**src/rtl/apb_pkg.sv**
```systemverilog
// Shared APB types: bridge FSM states, default bus widths and the response record.
package apb_pkg;

  localparam int unsigned APB_ADDR_W = 32;
  localparam int unsigned APB_DATA_W = 32;

  typedef enum logic [1:0] {
    StIdle,
    StSetup,
    StAccess,
    StResp
  } apb_state_e;

  typedef struct packed {
    logic [APB_DATA_W-1:0] rdata;
    logic                  err;
  } apb_rsp_t;

endpackage

```
**src/rtl/apb_master_bridge_if.sv**
```systemverilog
// APB signal bundle; master drives control/address/write data, slave drives the response.
interface apb_master_bridge_if
  import apb_pkg::*;
#(
  parameter int unsigned ADDR_W = APB_ADDR_W,
  parameter int unsigned DATA_W = APB_DATA_W
);

  logic              PSEL;
  logic              PENABLE;
  logic              PWRITE;
  logic [ADDR_W-1:0] PADDR;
  logic [DATA_W-1:0] PWDATA;
  logic [DATA_W-1:0] PRDATA;
  logic              PREADY;
  logic              PSLVERR;

  modport master (
    output PSEL, PENABLE, PWRITE, PADDR, PWDATA,
    input  PRDATA, PREADY, PSLVERR
  );

  modport slave (
    input  PSEL, PENABLE, PWRITE, PADDR, PWDATA,
    output PRDATA, PREADY, PSLVERR
  );

endinterface

```
**src/rtl/apb_master_bridge.sv**
```systemverilog
// APB initiator: one valid/ready command becomes one APB transfer, result returned on a
// valid/ready response channel. Optional ACCESS wait-state timeout: APB_MASTER_TIMEOUT_EN.
module apb_master_bridge
  import apb_pkg::*;
#(
  parameter int unsigned ADDR_W         = APB_ADDR_W,
  parameter int unsigned DATA_W         = APB_DATA_W,
  parameter int unsigned TIMEOUT_CYCLES = 16
) (
  input  logic              PCLK,
  input  logic              PRESETn,
  input  logic              cmd_valid,
  output logic              cmd_ready,
  input  logic              cmd_write,
  input  logic [ADDR_W-1:0] cmd_addr,
  input  logic [DATA_W-1:0] cmd_wdata,
  output logic              rsp_valid,
  input  logic              rsp_ready,
  output logic [DATA_W-1:0] rsp_rdata,
  output logic              rsp_err,
  apb_master_bridge_if.master apb
);

  if (TIMEOUT_CYCLES == 0) begin : g_tmo_check
    $error("TIMEOUT_CYCLES must be at least 1");
  end

  apb_state_e        state_q, state_d;
  logic              pwrite_q;
  logic [ADDR_W-1:0] paddr_q;
  logic [DATA_W-1:0] pwdata_q;
  logic [DATA_W-1:0] rdata_q, rdata_d;
  logic              err_q, err_d;
  logic              accept;

  assign accept = (state_q == StIdle) && cmd_valid;

`ifdef APB_MASTER_TIMEOUT_EN
  localparam int unsigned CntW = $clog2(TIMEOUT_CYCLES + 1);
  logic [CntW-1:0] wait_cnt_q;
  logic            tmo_hit;

  // Abort only when the limit is reached and the completer is still stalling.
  assign tmo_hit = (state_q == StAccess) && !apb.PREADY &&
                   (wait_cnt_q == CntW'(TIMEOUT_CYCLES));

  // Wait-state counter: cleared in SETUP so it starts at zero on ACCESS entry.
  always_ff @(posedge PCLK or negedge PRESETn) begin
    if (!PRESETn) begin
      wait_cnt_q <= '0;
    end else if (state_q == StSetup) begin
      wait_cnt_q <= '0;
    end else if ((state_q == StAccess) && !apb.PREADY && !tmo_hit) begin
      wait_cnt_q <= wait_cnt_q + 1'b1;
    end
  end
`endif

  // Next-state and response capture; APB inputs are only looked at in ACCESS.
  always_comb begin
    state_d = state_q;
    rdata_d = rdata_q;
    err_d   = err_q;
    unique case (state_q)
      StIdle: begin
        if (cmd_valid) state_d = StSetup;
      end
      StSetup: begin
        state_d = StAccess;
      end
      StAccess: begin
        if (apb.PREADY) begin
          state_d = StResp;
          err_d   = apb.PSLVERR;
          rdata_d = pwrite_q ? '0 : apb.PRDATA;
        end
`ifdef APB_MASTER_TIMEOUT_EN
        else if (tmo_hit) begin
          state_d = StResp;
          err_d   = 1'b1;
          rdata_d = '0;
        end
`endif
      end
      StResp: begin
        if (rsp_ready) state_d = StIdle;
      end
      default: state_d = StIdle;
    endcase
  end

  // State and response registers.
  always_ff @(posedge PCLK or negedge PRESETn) begin
    if (!PRESETn) begin
      state_q <= StIdle;
      rdata_q <= '0;
      err_q   <= 1'b0;
    end else begin
      state_q <= state_d;
      rdata_q <= rdata_d;
      err_q   <= err_d;
    end
  end

  // Command latch: held from SETUP until the next accepted command.
  always_ff @(posedge PCLK or negedge PRESETn) begin
    if (!PRESETn) begin
      pwrite_q <= 1'b0;
      paddr_q  <= '0;
      pwdata_q <= '0;
    end else if (accept) begin
      pwrite_q <= cmd_write;
      paddr_q  <= cmd_addr;
      pwdata_q <= cmd_wdata;
    end
  end

  assign cmd_ready   = (state_q == StIdle);
  assign rsp_valid   = (state_q == StResp);
  assign rsp_rdata   = rdata_q;
  assign rsp_err     = err_q;
  assign apb.PSEL    = (state_q == StSetup) || (state_q == StAccess);
  assign apb.PENABLE = (state_q == StAccess);
  assign apb.PWRITE  = pwrite_q;
  assign apb.PADDR   = paddr_q;
  assign apb.PWDATA  = pwdata_q;

endmodule

```
**src/flat_wrapper.sv**
```systemverilog
// flat-port wrapper written by rule: the top's interface ports become plain ports
module apb_master_bridge_flat import apb_pkg::*;
#(
  parameter int unsigned ADDR_W         = APB_ADDR_W,
  parameter int unsigned DATA_W         = APB_DATA_W,
  parameter int unsigned TIMEOUT_CYCLES = 16
)
  (PCLK, PRESETn, cmd_valid, cmd_ready, cmd_write, cmd_addr, cmd_wdata, rsp_valid, rsp_ready, rsp_rdata, rsp_err, apb_PSEL, apb_PENABLE, apb_PWRITE, apb_PADDR, apb_PWDATA, apb_PRDATA, apb_PREADY, apb_PSLVERR);
  apb_master_bridge_if #(.ADDR_W(ADDR_W), .DATA_W(DATA_W)) apb_i ();
  input  logic PCLK;
  input  logic PRESETn;
  input  logic cmd_valid;
  output logic cmd_ready;
  input  logic cmd_write;
  input  logic [ADDR_W-1:0] cmd_addr;
  input  logic [DATA_W-1:0] cmd_wdata;
  output logic rsp_valid;
  input  logic rsp_ready;
  output logic [DATA_W-1:0] rsp_rdata;
  output logic rsp_err;
  output wire logic [$bits(apb_i.PSEL)-1:0] apb_PSEL;
  output wire logic [$bits(apb_i.PENABLE)-1:0] apb_PENABLE;
  output wire logic [$bits(apb_i.PWRITE)-1:0] apb_PWRITE;
  output wire logic [$bits(apb_i.PADDR)-1:0] apb_PADDR;
  output wire logic [$bits(apb_i.PWDATA)-1:0] apb_PWDATA;
  input wire logic [$bits(apb_i.PRDATA)-1:0] apb_PRDATA;
  input wire logic [$bits(apb_i.PREADY)-1:0] apb_PREADY;
  input wire logic [$bits(apb_i.PSLVERR)-1:0] apb_PSLVERR;
  assign apb_PSEL = apb_i.PSEL;
  assign apb_PENABLE = apb_i.PENABLE;
  assign apb_PWRITE = apb_i.PWRITE;
  assign apb_PADDR = apb_i.PADDR;
  assign apb_PWDATA = apb_i.PWDATA;
  assign apb_i.PRDATA = apb_PRDATA;
  assign apb_i.PREADY = apb_PREADY;
  assign apb_i.PSLVERR = apb_PSLVERR;
  apb_master_bridge #(.ADDR_W(ADDR_W), .DATA_W(DATA_W), .TIMEOUT_CYCLES(TIMEOUT_CYCLES)) u_core (.PCLK(PCLK), .PRESETn(PRESETn), .cmd_valid(cmd_valid), .cmd_ready(cmd_ready), .cmd_write(cmd_write), .cmd_addr(cmd_addr), .cmd_wdata(cmd_wdata), .rsp_valid(rsp_valid), .rsp_ready(rsp_ready), .rsp_rdata(rsp_rdata), .rsp_err(rsp_err), .apb(apb_i));
endmodule
```
**config.mk**
```make
export PLATFORM = sky130hd
export DESIGN_NAME = apb_master_bridge_flat
export DESIGN_NICKNAME = d
export VERILOG_FILES = /design/src/rtl/apb_pkg.sv /design/src/rtl/apb_master_bridge_if.sv /design/src/rtl/apb_master_bridge.sv /design/src/flat_wrapper.sv
export SDC_FILE = /design/constraint.sdc
export NUM_CORES = 1
export LEC_CHECK = 0
export BUFFER_PORTS_ARGS = -buffer_cell sky130_fd_sc_hd__buf_4
export CAP_MARGIN = 20
export CORE_MARGIN = 2
export CORE_UTILIZATION = 49
export DETAILED_ROUTE_END_ITERATION = 8
export MAX_ROUTING_LAYER = met4
export PLACE_DENSITY = 0.85
export SLEW_MARGIN = 20
export SYNTH_ARGS = -nofsm -noshare
export SYNTH_HDL_FRONTEND = slang
export SYNTH_SLANG_ARGS = --single-unit
```
**constraint.sdc**
```tcl
create_clock -name PCLK -period 3.1 [get_ports PCLK]
set_input_delay 0.465 -clock PCLK [delete_from_list [all_inputs] [get_ports PCLK]]
set_output_delay 0.465 -clock PCLK [all_outputs]
set_load 0.005 [all_outputs]
```
==> results_tabular.tex <==
\begin{tabular}{lr}
\hline
Metric & Value \\
\hline
\multicolumn{2}{l}{\textbf{Clock network}} \\
CTS clock-pin slew for the worst setup and hold paths & 0.10 ns \\
Number of sinks driven by the clock tree & 100 \\
Total CTS buffers & 9 \\
Root buffer cell & clkbuf\_8 \\
CTS tree & yes \\
Bufs on Longest Clock Path & 2 \\
Worst-skew pair later-pin latency & 0.36 ns \\
Post-CTS setup-driven buffer insertion count & 0 \\
Htree depth & 3 \\
Hold-fix buffers at CTS & 0 \\
Number of cells upsized or downsized after cts & 0 \\
\multicolumn{2}{l}{\textbf{Die}} \\
Die Outline Area & just over 0.009 mm² \\
DIE WIDTH & $\sim$96 µm \\
Number of core rows & 33 \\
IO Pins & between 200 and 250 \\
CORE AREA & roughly 0.008 mm² \\
Initial Util & between 50\% and 60\% \\
Die outline height & 95.8 µm \\
\multicolumn{2}{l}{\textbf{Final layout}} \\
Commonest non-fill, non-tap cells in the layout & buf\_4, dfrtp\_1, mux2\_4 \\
Area of all sequential standard cells & 0.00250 mm² \\
Share of post-route cells with drive strength above 1 & between 50\% and 60\% \\
Multi-input logic area & approximately 0.0015 mm² \\
Most common cell after layout, fill and taps aside & buf\_4 \\
Non-filler cells in the finished layout & approximately 600 \\
Diode insertion count for antenna repair & 0 \\
Area overhead of the layout relative to synthesis & 43.6\% \\
Number of nets at the end of the flow & 599 \\
\# fillers & between 500 and 600 \\
\multicolumn{2}{l}{\textbf{STA}} \\
Final critical-path required period & 2.02 ns \\
Hold Violations, Final & 0 \\
Highest attainable clock frequency & 0.495 GHz \\
Final count of pins violating max slew & 0 \\
Worst slew margin relative to its limit & 46.9\% \\
Worst-case clock skew & $\sim$0.009 ns \\
Final period util & 65.2\% \\
Transition time of the tightest slew-check pin & 0.796 ns \\
Total negative slack for setup checks & 0 ns \\
RSZ-0062 raised after global routing & false \\
Final count of negative-setup-slack endpoints & 0 \\
\multicolumn{2}{l}{\textbf{Setup path}} \\
Peak fanout along the critical path & 36 \\
Crit. Startpoint & u\_core.state\_q[0] \\
Crit path capture & u\_core.apb.PWDATA[14] \\
Startpoint of the worst register-to-register path & u\_core.state\_q[0] \\
Data required time of the worst path & approximately 3.3 ns \\
Setup slack on the worst flop-to-flop path & around 1.1 ns \\
Worst endpoint data arrival time & approximately 2.3 ns \\
Critical path startpoint category & register \\
Worst setup path class & reg -> reg \\
Reg2Reg Capture Point & u\_core.apb.PWDATA[14] \\
Critical path capture point type & register \\
Depth of the worst register-to-register path & 5 \\
\multicolumn{2}{l}{\textbf{Yosys}} \\
Library cells used by synthesis & 14 \\
Mapped cell area & 0.00413 mm² \\
Area leader, netlist & dfrtp\_1 \\
Part of the Yosys area used for sequential elements & 60.6\% \\
Flops \& latches, synth & 100 \\
Number of synthesis warnings & 0 \\
Share of the synthesized area in the top cell type & 60.6\% \\
Mean instance size in the synthesized netlist & around 14 µm² \\
Post-Synthesis Cells & between 200 and 300 \\
Main area contributors after synthesis & dfrtp\_1, mux2\_4, nand2b\_1 \\
Post-synth net total & 398 \\
\multicolumn{2}{l}{\textbf{Min path}} \\
Hold Path Class & in -> async \\
\multicolumn{2}{l}{\textbf{Global routing}} \\
Remaining Overflow, GRT & 0 \\
First-pass GRT wire length & between 10,000 and 15,000 µm \\
Via count of the first global-routing pass & between 2,000 and 3,000 \\
Maximum number of pins on one net before global-route repair & 52 \\
Antenna violations before repair & 0 \\
Global Route Usage Sum & between 20\% and 30\% \\
\multicolumn{2}{l}{\textbf{Pwr}} \\
Static Leakage & a little over 0.003 µW \\
Cell Pwr Density & $\sim$980 mW/mm² \\
IR drop worst, VDD & $\sim$0.00052 V \\
\multicolumn{2}{l}{\textbf{Detailed routing}} \\
Number of nets with antenna violations after detailed routing & 0 \\
Total wire length after detailed routing & about 9700 µm \\
DRC violations left & 0 \\
Routed via count divided by cell count & $\sim$4.9 \\
DRC marker count from the first detailed-route iteration & between 90 and 100 \\
Routed length per instance & about 16 µm \\
Number of optimization iterations in the first detailed-route pass & 4 \\
Total number of vias & $\sim$2,900 \\
\multicolumn{2}{l}{\textbf{Placement}} \\
Placer congestion estimate & roughly 0.74 \\
Number of I/O port buffers & slightly above 200 \\
Placed Instances & 587 \\
Half-perimeter wire length after detailed placement & 7180 µm \\
\multicolumn{2}{l}{\textbf{Flow run}} \\
Number of max-capacitance violations reported & 0 \\
\multicolumn{2}{l}{\textbf{Outcome}} \\
Run status & completed \\
\hline
\end{tabular}
[critical path, stage by stage (launching register included)]
cell,delay [ns]
dfrtp_1,0.38
inv_1,0.08
ha_1,0.28
nand2_4,0.45
buf_12,0.33
mux2_2,0.38
[worst min path at each step]
stage / cells past startpoint / endpoint / startpoint
detailed placement: 2 / u_core.rsp_rdata[5] / u_core.rsp_rdata[5]
finish: 1 / u_core.apb.PWDATA[26] / PRESETn
global route: 1 / u_core.apb.PWDATA[26] / PRESETn
CTS: 1 / u_core.apb.PWDATA[26] / PRESETn
floorplan: 0 / u_core.apb.PADDR[0] / PRESETn
global placement: 2 / u_core.rsp_rdata[2] / u_core.rsp_rdata[2]
[cells by family (layout without fill, tap and decap cells)]
family	Yosys count	count (layout)	synth area share [%]
compound gates	34	34	4.34
fa+ha+maj	3	3	0.910
buf+inv	21	226	3.18
flops	100	100	60.6
mux	67	67	22.8
simple gates	67	67	8.10
[through the flow]
stage	cell area (µm²)	utilization [%]	hold slack, ns	power (µW)	worst slack, ns
final	5930	72.5	0.113	5830	1.08
after global routing	5930	72.5	0.156	6220	0.990
after CTS	5930	72.5	0.124	5900	1.09
after detailed placement	5730	70.1	0.471	5060	1.08
after global placement	5730	70.1	0.465	4950	1.15
after floorplan	4130	-	0.169	3640	1.63
[layer usage]
metal | vias up | track usage, % | part of all wire [%] | routed length (µm)
li1 | 1377 | - | - | -
met1 | 1420 | 26.1 | 40 | 3860
met2 | 116 | 36.4 | 51 | 4980
met3 | 9 | 5.56 | 7.6 | 734
met4 | 0 | 6.43 | 1.1 | 102
met5 | - | - | 0 | 0
[Yosys cell counts]
cell / n
clkbuf_1: 5
inv_1: 4
nor2b_1: 1
ha_1: 3
mux2_4: 50
o32a_1: 1
o21ai_0: 32
a221oi_1: 1
buf_6: 6
mux2_2: 17
nand2_1: 34
nand2b_1: 32
buf_2: 6
dfrtp_1: 100
[state kept, by name (all words and copies together) (netlist names)]
name,flops
u_core.rsp_rdata,32
u_core.state_q,2
u_core.apb.PWRITE,1
u_core.rsp_err,1
u_core.apb.PADDR,32
u_core.apb.PWDATA,32
[final cells by class]
class                   instances  share of cell area (%)
flip-flops and latches        100                    42.2
repair buffers                207                    26.6
multi-input cells             171                    25.4
well taps                     105                    2.22
clock buffers                   9                    2.09
clock inverters                 6                    1.20
inverters                       4                   0.253
[report_power, final]
group          total, µW  switching [µW]  leakage, µW  internal (µW)
sequential          2380             422      0.00122           1960
combinational       2630             896      0.00180           1730
clock                821             444    0.0000927            377
total               5830            1760      0.00311           4060
Note: power is estimated with default switching activity, not from simulation.
